**src/rtl/led_indicator_driver_pkg.sv**
```systemverilog
// Shared types and helpers for the front-panel LED driver.
// Channel state encoding and a counter-width helper that never returns zero.
package led_pkg;

  typedef enum logic [1:0] {
    S_OFF   = 2'd0,
    S_ON    = 2'd1,
    S_BLINK = 2'd2
  } led_state_t;

  // $clog2 gives 0 for values of 1, which would produce a zero-width counter.
  function automatic int clog2_min1(input int value);
    int w;
    w = $clog2(value);
    return (w < 1) ? 1 : w;
  endfunction

endpackage

```
**src/rtl/led_channel.sv**
```systemverilog
// One effect LED: edge detector, blink sequencer and registered output decode.
// Output lags the FSM state by one cycle; blinking is a direct decode of the state register.
module led_channel
  import led_pkg::*;
#(
  parameter int BLINK_HALF_CYCLES = 2_400_000,
  parameter int BLINK_TOGGLES     = 6
) (
  input  logic sys_clk,
  input  logic reset,
  input  logic en,
  input  logic pwm_on,
  output logic led,
  output logic blinking
);

  localparam int HW = clog2_min1(BLINK_HALF_CYCLES);
  localparam int TW = clog2_min1(BLINK_TOGGLES);
  localparam logic [HW-1:0] HALF_RELOAD = HW'(BLINK_HALF_CYCLES - 1);
  localparam logic [TW-1:0] TOG_RELOAD  = TW'(BLINK_TOGGLES - 1);

  led_state_t     state_q;
  logic           phase_q;
  logic [HW-1:0]  half_cnt_q;
  logic [TW-1:0]  tog_cnt_q;
  logic           prev_en_q;
  logic           led_q;
  logic           edge_d;

  assign edge_d = en ^ prev_en_q;

  always_ff @(posedge sys_clk) begin
    if (reset) begin
      state_q    <= S_OFF;
      phase_q    <= 1'b0;
      half_cnt_q <= '0;
      tog_cnt_q  <= '0;
      prev_en_q  <= 1'b0;
      led_q      <= 1'b0;
    end else begin
      prev_en_q <= en;

      // Output decode uses the state held during this cycle, so led trails state by one edge.
      case (state_q)
        S_ON:    led_q <= pwm_on;
        S_BLINK: led_q <= phase_q;
        default: led_q <= 1'b0;
      endcase

      if (edge_d) begin
        state_q    <= S_BLINK;
        phase_q    <= 1'b1;
        half_cnt_q <= HALF_RELOAD;
        tog_cnt_q  <= TOG_RELOAD;
      end else begin
        case (state_q)
          S_BLINK: begin
            if (half_cnt_q != '0) begin
              half_cnt_q <= half_cnt_q - 1'b1;
            end else if (tog_cnt_q != '0) begin
              half_cnt_q <= HALF_RELOAD;
              phase_q    <= ~phase_q;
              tog_cnt_q  <= tog_cnt_q - 1'b1;
            end else begin
              state_q <= en ? S_ON : S_OFF;
              phase_q <= 1'b0;
            end
          end
          S_OFF, S_ON: state_q <= state_q;
          default:     state_q <= S_OFF;
        endcase
      end
    end
  end

  assign led      = led_q;
  assign blinking = (state_q == S_BLINK);

endmodule

```
**src/rtl/led_indicator_driver.sv**
```systemverilog
// Front-panel LED driver: per-channel blink/PWM indicators plus a retriggerable clip stretcher.
// All outputs are registered; led and busy share one cycle of lag behind the channel state.
module led_indicator_driver
  import led_pkg::*;
#(
  parameter int NUM_LEDS          = 4,
  parameter int PWM_BITS          = 8,
  parameter int BLINK_HALF_CYCLES = 2_400_000,
  parameter int BLINK_TOGGLES     = 6,
  parameter int CLIP_HOLD_CYCLES  = 4_800_000
) (
  input  logic                sys_clk,
  input  logic                reset,
  input  logic [NUM_LEDS-1:0] fx_en,
  input  logic [PWM_BITS-1:0] brightness,
  input  logic                clip_pulse,
  output logic [NUM_LEDS-1:0] led,
  output logic                clip_led,
  output logic                busy
);

  localparam int CW = clog2_min1(CLIP_HOLD_CYCLES + 1);
  localparam logic [CW-1:0] CLIP_RELOAD = CW'(CLIP_HOLD_CYCLES);

  if (BLINK_TOGGLES < 2 || (BLINK_TOGGLES % 2) != 0) begin : g_bad_toggles
    $error("BLINK_TOGGLES must be even and at least 2");
  end
  if (BLINK_HALF_CYCLES < 1) begin : g_bad_half
    $error("BLINK_HALF_CYCLES must be at least 1");
  end
  if (CLIP_HOLD_CYCLES < 1) begin : g_bad_clip
    $error("CLIP_HOLD_CYCLES must be at least 1");
  end

  logic [PWM_BITS-1:0] pwm_cnt_q;
  logic [PWM_BITS-1:0] bright_q;
  logic                pwm_on;
  logic [CW-1:0]       clip_cnt_q;
  logic [CW-1:0]       clip_cnt_d;
  logic                clip_led_q;
  logic                busy_q;
  logic [NUM_LEDS-1:0] blinking;

  // Brightness is only taken at the period boundary so a mid-period change cannot glitch a pulse.
  always_ff @(posedge sys_clk) begin
    if (reset) begin
      pwm_cnt_q <= '0;
      bright_q  <= '0;
    end else begin
      pwm_cnt_q <= pwm_cnt_q + 1'b1;
      if (&pwm_cnt_q) begin
        bright_q <= brightness;
      end
    end
  end

  assign pwm_on = (pwm_cnt_q < bright_q);

  always_comb begin
    clip_cnt_d = clip_cnt_q;
    if (clip_pulse) begin
      clip_cnt_d = CLIP_RELOAD;
    end else if (clip_cnt_q != '0) begin
      clip_cnt_d = clip_cnt_q - 1'b1;
    end
  end

  always_ff @(posedge sys_clk) begin
    if (reset) begin
      clip_cnt_q <= '0;
      clip_led_q <= 1'b0;
      busy_q     <= 1'b0;
    end else begin
      clip_cnt_q <= clip_cnt_d;
      clip_led_q <= (clip_cnt_d != '0);
      busy_q     <= |blinking;
    end
  end

  for (genvar i = 0; i < NUM_LEDS; i++) begin : g_chan
    led_channel #(
      .BLINK_HALF_CYCLES (BLINK_HALF_CYCLES),
      .BLINK_TOGGLES     (BLINK_TOGGLES)
    ) u_chan (
      .sys_clk  (sys_clk),
      .reset    (reset),
      .en       (fx_en[i]),
      .pwm_on   (pwm_on),
      .led      (led[i]),
      .blinking (blinking[i])
    );
  end

  assign clip_led = clip_led_q;
  assign busy     = busy_q;

endmodule

```
**config.mk**
```make
export PLATFORM = sky130hd
export DESIGN_NAME = led_indicator_driver
export DESIGN_NICKNAME = d
export VERILOG_FILES = /design/src/rtl/led_indicator_driver_pkg.sv /design/src/rtl/led_channel.sv /design/src/rtl/led_indicator_driver.sv
export SDC_FILE = /design/constraint.sdc
export NUM_CORES = 1
export LEC_CHECK = 0
export CORE_MARGIN = 2
export CORE_UTILIZATION = 59
export DETAILED_ROUTE_END_ITERATION = 8
export PLACE_DENSITY = 0.81
export SLEW_MARGIN = 40
export SYNTH_ARGS = -nofsm -noshare
export SYNTH_HDL_FRONTEND = slang
export SYNTH_SLANG_ARGS = --single-unit
```
**constraint.sdc**
```tcl
create_clock -name sys_clk -period 3.3 [get_ports sys_clk]
set_clock_uncertainty 0.15 [all_clocks]
set_input_delay 0.66 -clock sys_clk [delete_from_list [all_inputs] [get_ports sys_clk]]
set_output_delay 0.66 -clock sys_clk [all_outputs]
set_load 0.01 [all_outputs]
```
; ---- Word-level counts from Yosys, hierarchy flattened
; Index checks and enable logic that the tools add are counted.
[classes]
n_bitwise = 16
addsub = 10
reduce_logical = 68
mux = 74
magnitude_cmp = 1
n_eq_ne = 32
[op_table]
columns = op, n
row1 = $mux W22, 16
row2 = $reduce_bool A22 Y1, 4
row3 = $sub A22 B1 Y22 const B, 4
row4 = $mux W3, 16
row5 = $reduce_and A3 Y1, 16
row6 = $mux W23, 2
row7 = $reduce_bool A23 Y1, 2
row8 = $mux W2, 12
row9 = $ne A3 B3 Y1 const B, 8
row10 = $reduce_and A2 Y1, 12
row11 = $reduce_bool A2 Y1, 12
row12 = $reduce_bool A3 Y1, 8
row13 = $sub A23 B1 Y23 const B, 1
row14 = $mux W1, 20
row15 = $ne A2 B1 Y1 const B, 8
row16 = $ne A2 B2 Y1 const B, 8
row17 = $pmux W2 S2, 4
row18 = $reduce_or A2 Y1, 8
row19 = $not A1 Y1, 12
row20 = $sub A3 B1 Y3 const B, 4
row21 = $add A8 B1 Y8 const B, 1
row22 = $eq A2 B1 Y1 const B, 4
row23 = $eq A2 B2 Y1 const B, 4
row24 = $logic_not A2 Y1, 4
row25 = 5 further kinds, 11
[totals]
wordCells = 242
output_inout_bits = 6
reg_bits = 161

; ---- Depth between registers and ports, before layout
; Gate-level depths: netlist of the first run.
[depth]
ltp_word = 5
depth_mapped = 10
depth_no_buf = 9

; ---- By module
; Synthesis of the first run repeated with hierarchy kept, for this count alone.
[unflattened]
hier_cells = 1050
area_unflattened_um2 = 9064.9
[modules_own_cells]
columns = mod, area_each_um2, instances, cells_each
row1 = led_channel, 1735.4, 4, 201
row2 = led_indicator_driver, 2123.3, 1, 246

; ---- Least setup slack after synthesis of the first run
; OpenSTA, ideal clock, no wires.
[synth_timing]
path_type = register -> register
from = register g_chan[0].u_chan.half_cnt_q[0]
to = register g_chan[0].u_chan.half_cnt_q[2]
stages_incl_launch_ff = 11
setup_ps = 91
required_time_ps = 3059
arrival_time_ps = 2319
path_slack_ps = 741
synth_period_minus_slack_ps = 2559
path_cell_list = dfxtp_1 > inv_1 > ha_1 > or3b_2 > nor4_4 > nand3_2 > and2_1 > buf_2 > a21oi_1 > nor2_1 > a311oi_1
[synth_via]
elab_chain_len = 4
elab_cells_between_ends = 7
classes_between = 1 x add/sub / 3 x mux / 3 x reduce/logical
[synth_rtl]
columns = item, line
row1 = "start, declared", led_channel.sv:24  ; logic [HW-1:0] half_cnt_q;
row2 = "start signal, assigned", led_channel.sv:59  ; half_cnt_q <= half_cnt_q - 1'b1;
row3 = $sub A22 B1 Y22 / $reduce_bool A22 Y1 (equally long branches), "led_channel.sv:59, led_channel.sv:58"
row4 = $mux W22, led_channel.sv:58  ; if (half_cnt_q != '0) begin
row5 = $mux W22, led_channel.sv:56  ; case (state_q)
row6 = $mux W22, led_channel.sv:50  ; if (edge_d) begin
; Parallel ways exist; a longest one is shown, timed or not. The select of a mux whose other input is x is not followed.
; A chain may end at the register's enable or synchronous reset.

; ---- Final worst setup path of the first run
[layout_timing]
from = register clip_cnt_q[0]
to = register clip_led_q, in the netlist clip_led
[layout_via]
elab_chain_len = 4
elab_cells_between_ends = 5
classes_between = 1 x add/sub / 2 x mux / 2 x reduce/logical
[layout_rtl]
columns = item, line
row1 = "start, declared", led_indicator_driver.sv:38  ; logic [CW-1:0] clip_cnt_q;
row2 = "start signal, assigned", led_indicator_driver.sv:74  ; clip_cnt_q <= clip_cnt_d;
row3 = $sub A23 B1 Y23 / $reduce_bool A23 Y1 (equally long branches), "led_indicator_driver.sv:64, led_indicator_driver.sv:63"
row4 = $mux W23 *, led_indicator_driver.sv:63  ; end else if (clip_cnt_q != '0) begin
row5 = $mux W23 *, led_indicator_driver.sv:61  ; if (clip_pulse) begin
row6 = $reduce_bool A23 Y1 *, led_indicator_driver.sv:75  ; clip_led_q <= (clip_cnt_d != '0);
row7 = "end signal, assigned", led_indicator_driver.sv:75
row8 = "end, declared", led_indicator_driver.sv:40  ; logic clip_led_q;
; Every way passes the cells marked *; elsewhere a longest branch is shown, timed or not.

==> results of run 1 <==
[power by group]
part / total [mW] / switching, mW / internal [mW]
clock: 2.09 / 0.806 / 1.29
combinational: 0.933 / 0.545 / 0.388
sequential: 2.27 / 0.170 / 2.10
total: 5.29 / 1.52 / 3.77
[critical path, cell delays in order (launching register included)]
cell,delay [ps]
dfxtp_1,360
inv_1,120
ha_1,250
nor4b_1,500
nand2_1,260
o31a_1,290
o21ai_0,300
o211ai_1,170
a2111oi_2,310
a41oi_1,160
[worst min-delay path by stage]
stage | startpoint | endpoint | slack, ps | cells past startpoint
floorplan | pwm_cnt_q[0] | pwm_cnt_q[0] | 280 | 1
global placement | pwm_cnt_q[0] | pwm_cnt_q[0] | 290 | 1
detailed placement | pwm_cnt_q[0] | pwm_cnt_q[0] | 300 | 1
CTS | pwm_cnt_q[0] | pwm_cnt_q[0] | 320 | 1
global route | pwm_cnt_q[0] | pwm_cnt_q[0] | 340 | 1
finish | g_chan[2].u_chan.half_cnt_q[8] | g_chan[2].u_chan.half_cnt_q[8] | 320 | 2
[flip-flops by register name (all words and copies together), names as in the netlist, 8 cells and up]
register                  flops
g_chan.u_chan.state_q         8
g_chan.u_chan.half_cnt_q     88
bright_q                      8
pwm_cnt_q                     8
clip_cnt_q                   23
g_chan.u_chan.tog_cnt_q      12
[routing by layer]
metal / part of all wire [%] / routed length, µm / vias up
met5: 0 / 0 / -
met4: 1.9 / 324 / 0
met3: 3.8 / 661 / 28
met2: 47 / 8080 / 163
met1: 47 / 8190 / 3246
li1: - / - / 3530
[cells in the mapped netlist (5+ instances only)]
library cell / instances
mux2i_1: 10
ha_1: 34
nand4_1: 8
buf_1: 5
a211o_1: 9
nor3_1: 33
xnor2_1: 40
or3_1: 17
or2_2: 8
o21ai_0: 31
a211oi_1: 12
a311oi_1: 31
dfxtp_1: 161
xor2_1: 17
or4_1: 9
nand2b_1: 20
and2_1: 10
a21oi_1: 100
o21a_1: 7
and3_1: 7
nand2_1: 59
nor2_1: 141
a41oi_1: 6
nor4_1: 26
inv_1: 46
nor2b_1: 15
clkbuf_1: 26
nor3_2: 6
nand3_1: 24
buf_2: 7
[final cells by class]
| cell class | count | area share, % |
|---|---|---|
| Clock buffer | 19 | 4.84 |
| Clock inverter | 12 | 2.01 |
| Inverter | 46 | 1.89 |
| Multi-Input combinational cell | 734 | 50.3 |
| Sequential cell | 161 | 35.2 |
| Tap cell | 180 | 2.46 |
| Timing Repair Buffer | 33 | 3.23 |
[logic make-up (layout without fill, tap and decap cells)]
kind of cell | Yosys count | after routing | share of synthesized area (%)
AO/OA/AOI/OAI | 218 | 218 | 16.9
XOR/XNOR | 57 | 57 | 6.10
adder cells (fa/ha/maj) | 34 | 34 | 5.20
buffers and inverters | 89 | 110 | 4.46
flip-flops | 161 | 161 | 39.4
multiplexers | 13 | 13 | 1.64
AND/OR/NAND/NOR | 412 | 412 | 26.3
==> run summary, run 1 <==
Outcome: complete, no violations
Max Buffers Root-to-Sink: 2
R2R Path End: clip_led
Area Growth Syn to Fin: 11.7%
WL/cell: 14.6 µm
Top cell type's share of synthesized area: 39.4%
GRT met1 Usage: 32.8%
Min Tclk post-route: 3000 ps
Critical path endpoint: clip_led
Die area: 14800 µm²
Met2 usage: 39.2%
Slew @ Worst Pin: 687 ps
Asr flop ratio synth: 0%
Final setup fails: 0
Hold Violations, Final: 0
Die H: 122 µm
DRC errors left: 0
Core area: 13700 µm²
GP Congestion: 0.901
HPWL after DPL: 11800 µm
Sequential-to-total area share from yosys stat: 39.4%
Yosys reg bits: 161
Largest net degree at the start of global routing: 52
Gr busiest metal: met2
Post-synth top flop: dfxtp_1
Critical path type: reg2reg
# port buffers: 20
Critical Path End Type: flip-flop
Placed cell count: 1154
Syn_area_per_cell: 8.32 µm²
Highest clock rate: 0.333 GHz
Finished Layout Cells: 1185
Hold/Removal Path Class: reg2reg
Met3 Resource Use GR: 3.84%
CP Launch Type: flip-flop
Worst-path fanout max: 6
Vias post-DR: 6967
Power Dens Cells: 579 nW/µm²
Reg2reg path depth: 9
Final worst slack: 295 ps
Total gr overflow: 0
Row cnt: 43
Die W: 122 µm
RSZ-0062 raised after global routing: no
Initial DRC Count: 581
Worst skew pair latency: 430 ps
# H-tree levels: 4
Commonest non-fill, non-tap cell in the layout: dfxtp_1
Pwr Total: 5.29 mW
Pins Over Slew Limit: 0
Vias in the first global route: 6518
Yosys cell types: 63
CP startpoint: clip_cnt_q[0]
Slew HR: 53.8%
Finished Core Util: 66.7%
CTS tree: yes
Layout filler cell count: 1150
Drt pass-1 iters: 6
Layout cells sized above 1: 7.56%
Mapped Area: 8180 µm²
Max cap viols: 0
Post-route ant nets: 0
Fin area: 9150 µm²
Worst slack at placement: 412 ps
Hold buffer count at cts: 0
Area leader, netlist: dfxtp_1
ANT cells: 0
Period utilization: 91.1%
Post-DP Area: 8510 µm²
Post_cts resized: 0
Multi-input gate area: 4600 µm²
Highest-count cells in the layout ignoring fill and taps: 161 x dfxtp_1, 141 x nor2_1, 100 x a21oi_1, 59 x nand2_1, 46 x inv_1
Ranking of synthesized cells by area: dfxtp_1 39%, nor2_1 6.5%, a21oi_1 6.1%
CP arrival: 3150 ps
First-pass GRT wire length: 29600 µm
Hold slack: 317 ps
Pleak: 3.31 nW
Worst Path Required: 3440 ps
Nets: 1042
WL final: 17300 µm
Maximum vdd drop: 0.361 mV
Clk pin slew, worst setup/hold paths: 60 ps
Initial core utilization: 59.7%
Syn_nets: 1033
Vias/cell: 5.88
Final TNS setup: 0 ps
Register area: 3220 µm²
# IOs: 21
Reg-to-Reg Start: clip_cnt_q[0]
Setup slack, reg-to-reg: 300 ps
Number of enable flip-flop cells after synthesis: 0
GRT Overall Usage: 24.4%
Post-Synthesis Cells: 984
Root Buffer: clkbuf_16
Ys Warns: 0
Post-CTS Setup Inserts: 0
Initial antenna violation count: 0
CTS Sinks: 161
CTS Buf Count: 17
Power figures use the tool's default switching activity.
==> inputs of run 2 (changes only) <==
--- a/config.mk
+++ b/config.mk
@@ -7,7 +7,7 @@
 export LEC_CHECK = 0
 export CORE_MARGIN = 2
-export CORE_UTILIZATION = 59
+export CORE_UTILIZATION = 56
 export DETAILED_ROUTE_END_ITERATION = 8
-export PLACE_DENSITY = 0.81
+export PLACE_DENSITY = 0.8
 export SLEW_MARGIN = 40
 export SYNTH_ARGS = -nofsm -noshare
==> constraint.sdc (replaced) <==
create_clock -name sys_clk -period 2.5 [get_ports sys_clk]
set_clock_uncertainty 0.15 [all_clocks]
set_input_delay 0.375 -clock sys_clk [delete_from_list [all_inputs] [get_ports sys_clk]]
set_output_delay 0.375 -clock sys_clk [all_outputs]
set_load 0.01 [all_outputs]
==> run 2 against run 1 <==
Compared with the run above:
- wire length is 14% higher
- sequential share of layout area decreased by 3.5 points
- non-clock buffer count rose by 107
- critical path depth is 2 lower
- combinational power grew 80%
- first-iteration DRC count fell by 0.17%
- setup slack lost 280 ps
- worst hold slack worse by 33 ps
- largest cell class unchanged
==> run summary, run 2 (synthesis results as in run 1) <==
First-pass GRT wire length: 31400 µm (was 29600 µm)
CTS tree: yes (unchanged)
Hold Path Origin: reset (was g_chan[2].u_chan.half_cnt_q[8])
HPWL after DPL: 12700 µm (was 11800 µm)
# H-tree levels: 4 (unchanged)
Die H: 125 µm (was 122 µm)
Worst skew pair latency: 430 ps (about the same)
DRC errors left: 0 (unchanged)
Clk pin slew, worst setup/hold paths: 60 ps (about the same)
Vias in the first global route: 6934 (was 6518)
Commonest non-fill, non-tap cell in the layout: dfxtp_1 (unchanged)
Largest net degree at the start of global routing: 51 (was 52)
Slew @ Worst Pin: 585 ps (was 687 ps)
Die area: 15600 µm² (was 14800 µm²)
Sw frac: 30.4% (was 28.7%)
Final setup fails: 0 (unchanged)
Multi-input gate area: 4870 µm² (was 4600 µm²)
Highest clock rate: 0.402 GHz (was 0.333 GHz)
Fin area: 10200 µm² (was 9150 µm²)
Reg-to-Reg Start: clip_cnt_q[12] (was clip_cnt_q[0])
Internal cell power: 4.92 mW (was 3.77 mW)
Layout cells sized above 1: 20.8% (was 7.56%)
WL final: 19600 µm (was 17300 µm)
Core area: 14400 µm² (was 13700 µm²)
Post-DP Area: 9160 µm² (was 8510 µm²)
Period utilization: 99.6% (was 91.1%)
Pins Over Slew Limit: 0 (unchanged)
Pleak: 3.88 nW (was 3.31 nW)
Reg2reg path depth: 7 (was 9)
Slew HR: 61.0% (was 53.8%)
Hold Violations, Final: 0 (unchanged)
Drt pass-1 iters: 5 (was 6)
Register share of total power: 42.1% (was 42.8%)
Highest-count cells in the layout ignoring fill and taps: 156 x dfxtp_1, 139 x nor2_1, 115 x buf_4, 97 x a21oi_1, 57 x nand2_1 (was 161 x dfxtp_1, 141 x nor2_1, 100 x a21oi_1, 59 x nand2_1, 46 x inv_1)
Finished Layout Cells: 1296 (was 1185)
Layout filler cell count: 1102 (was 1150)
RSZ-0062 raised after global routing: yes (was no)
GP Congestion: 0.912 (was 0.901)
Maximum vdd drop: 0.559 mV (was 0.361 mV)
Critical Path End Type: flip-flop (unchanged)
WL/cell: 15.1 µm (was 14.6 µm)
# IOs: 21 (unchanged)
Finished Core Util: 70.4% (was 66.7%)
Clock group share of total power: 34.2% (was 39.5%)
CP arrival: 2630 ps (was 3150 ps)
Placed cell count: 1244 (was 1154)
ANT cells: 0 (unchanged)
Worst Path Required: 2640 ps (was 3440 ps)
Vias/cell: 5.81 (was 5.88)
Worst hold stages: 2 (unchanged)
R2R Path End: clip_led (unchanged)
GRT Overall Usage: 24.0% (was 24.4%)
Top flop regs: g_chan.u_chan.half_cnt_q: 88 flops, clip_cnt_q: 23 flops, g_chan.u_chan.tog_cnt_q: 12 flops (unchanged)
# port buffers: 20 (unchanged)
Min Tclk post-route: 2490 ps (was 3000 ps)
CTS Buf Count: 17 (unchanged)
Biggest register: g_chan.u_chan.half_cnt_q (unchanged)
Worst-path fanout max: 2 (was 6)
Power Dens Cells: 696 nW/µm² (was 579 nW/µm²)
Final TNS setup: 0 ps (unchanged)
Vias post-DR: 7531 (was 6967)
Initial DRC Count: 580 (was 581)
Total gr overflow: 0 (unchanged)
Worst hold endpoint: g_chan[1].u_chan.prev_en_q (was g_chan[2].u_chan.half_cnt_q[8])
Initial antenna violation count: 0 (unchanged)
CP Launch Type: flip-flop (unchanged)
Outcome: complete, no violations (unchanged)
Root Buffer: clkbuf_16 (unchanged)
Max Buffers Root-to-Sink: 2 (unchanged)
Initial core utilization: 56.7% (was 59.7%)
Row cnt: 44 (was 43)
Nets: 1149 (was 1042)
Hold/Removal Path Class: in2reg (was reg2reg)
Register area: 3230 µm² (was 3220 µm²)
Number of flip-flops in the largest register: 88 (unchanged)
Post-route ant nets: 0 (unchanged)
Max cap viols: 0 (unchanged)
Area Growth Syn to Fin: 24.1% (was 11.7%)
Setup slack, reg-to-reg: 10 ps (was 300 ps)
CTS Sinks: 161 (unchanged)
Switching power: 2.15 mW (was 1.52 mW)
Combinational power share: 23.7% (was 17.6%)
Critical path type: reg2reg (unchanged)
Die W: 125 µm (was 122 µm)
Hold slack: 284 ps (was 317 ps)
[run 2: through the flow]
| step | total power, mW | worst slack (ps) |
|---|---|---|
| after floorplan | 3.94 | 10.6 |
| after global placement | 4.42 | -19.5 |
| after detailed placement | 4.45 | -108 |
| after CTS | 6.89 | -41.3 |
| after global routing | 7.41 | -133 |
| final | 7.07 | 10.7 |
[run 2: worst max-delay path by stage]
stage / from / end / slack [ps]
6_report: clip_cnt_q[12] / clip_led / 10
5_1_grt: clip_cnt_q[0] / clip_led / -130
4_1_cts: clip_cnt_q[9] / clip_led / -40
3_5_place_dp: clip_cnt_q[12] / clip_led / -110
3_3_place_gp: clip_cnt_q[12] / clip_led / -20
2_1_floorplan: clip_cnt_q[0] / clip_led / 10
[run 2: timing repair]
action / 4_1_cts / 5_1_grt
setup buffers: 3 / 17
gates cloned: 0 / 1
hold buffers: 0 / 0
endpoints found under the setup margin: 5 / 77
resized for setup: 6 / 69
pin swaps: 3 / 16
[run 2: cell type report]
| class | instances | share of cell area, % |
|---|---|---|
| clock inverters | 13 | 1.12 |
| repair buffers | 140 | 11.0 |
| inverters | 46 | 1.70 |
| clock buffers | 18 | 4.22 |
| flip-flops and latches | 161 | 31.8 |
| multi-input cells | 734 | 47.9 |
| well taps | 184 | 2.27 |
[run 2: routing by layer]
layer	routed length (µm)	vias up	track usage (%)	share of wire, %
met5	0	-	0	0
met1	8890	3574	30.9	45
met3	801	38	5.50	4.1
met4	322	0	8.04	1.6
li1	-	3734	-	-
met2	9600	185	39.7	49
[run 2: power by group through the flow]
| stage | logic (mW) | registers [mW] | clock network, mW |
|---|---|---|---|
| 3_3_place_gp | 1.42 | 3.00 | 0 |
| 6_report | 1.68 | 2.98 | 2.42 |
| 2_1_floorplan | 0.963 | 2.98 | 0 |
| 4_1_cts | 1.48 | 2.96 | 2.46 |
| 5_1_grt | 1.84 | 3.01 | 2.56 |
| 3_5_place_dp | 1.45 | 3.01 | 0 |
[run 2: critical path, cell delays in order, from the launching register on]
cell and delay, ps:
dfxtp_2 320, or4_4 520, or4_4 490, o31a_1 300, nor3_2 130, nand2_1 110, a2111oi_4 200, a41oi_1 150
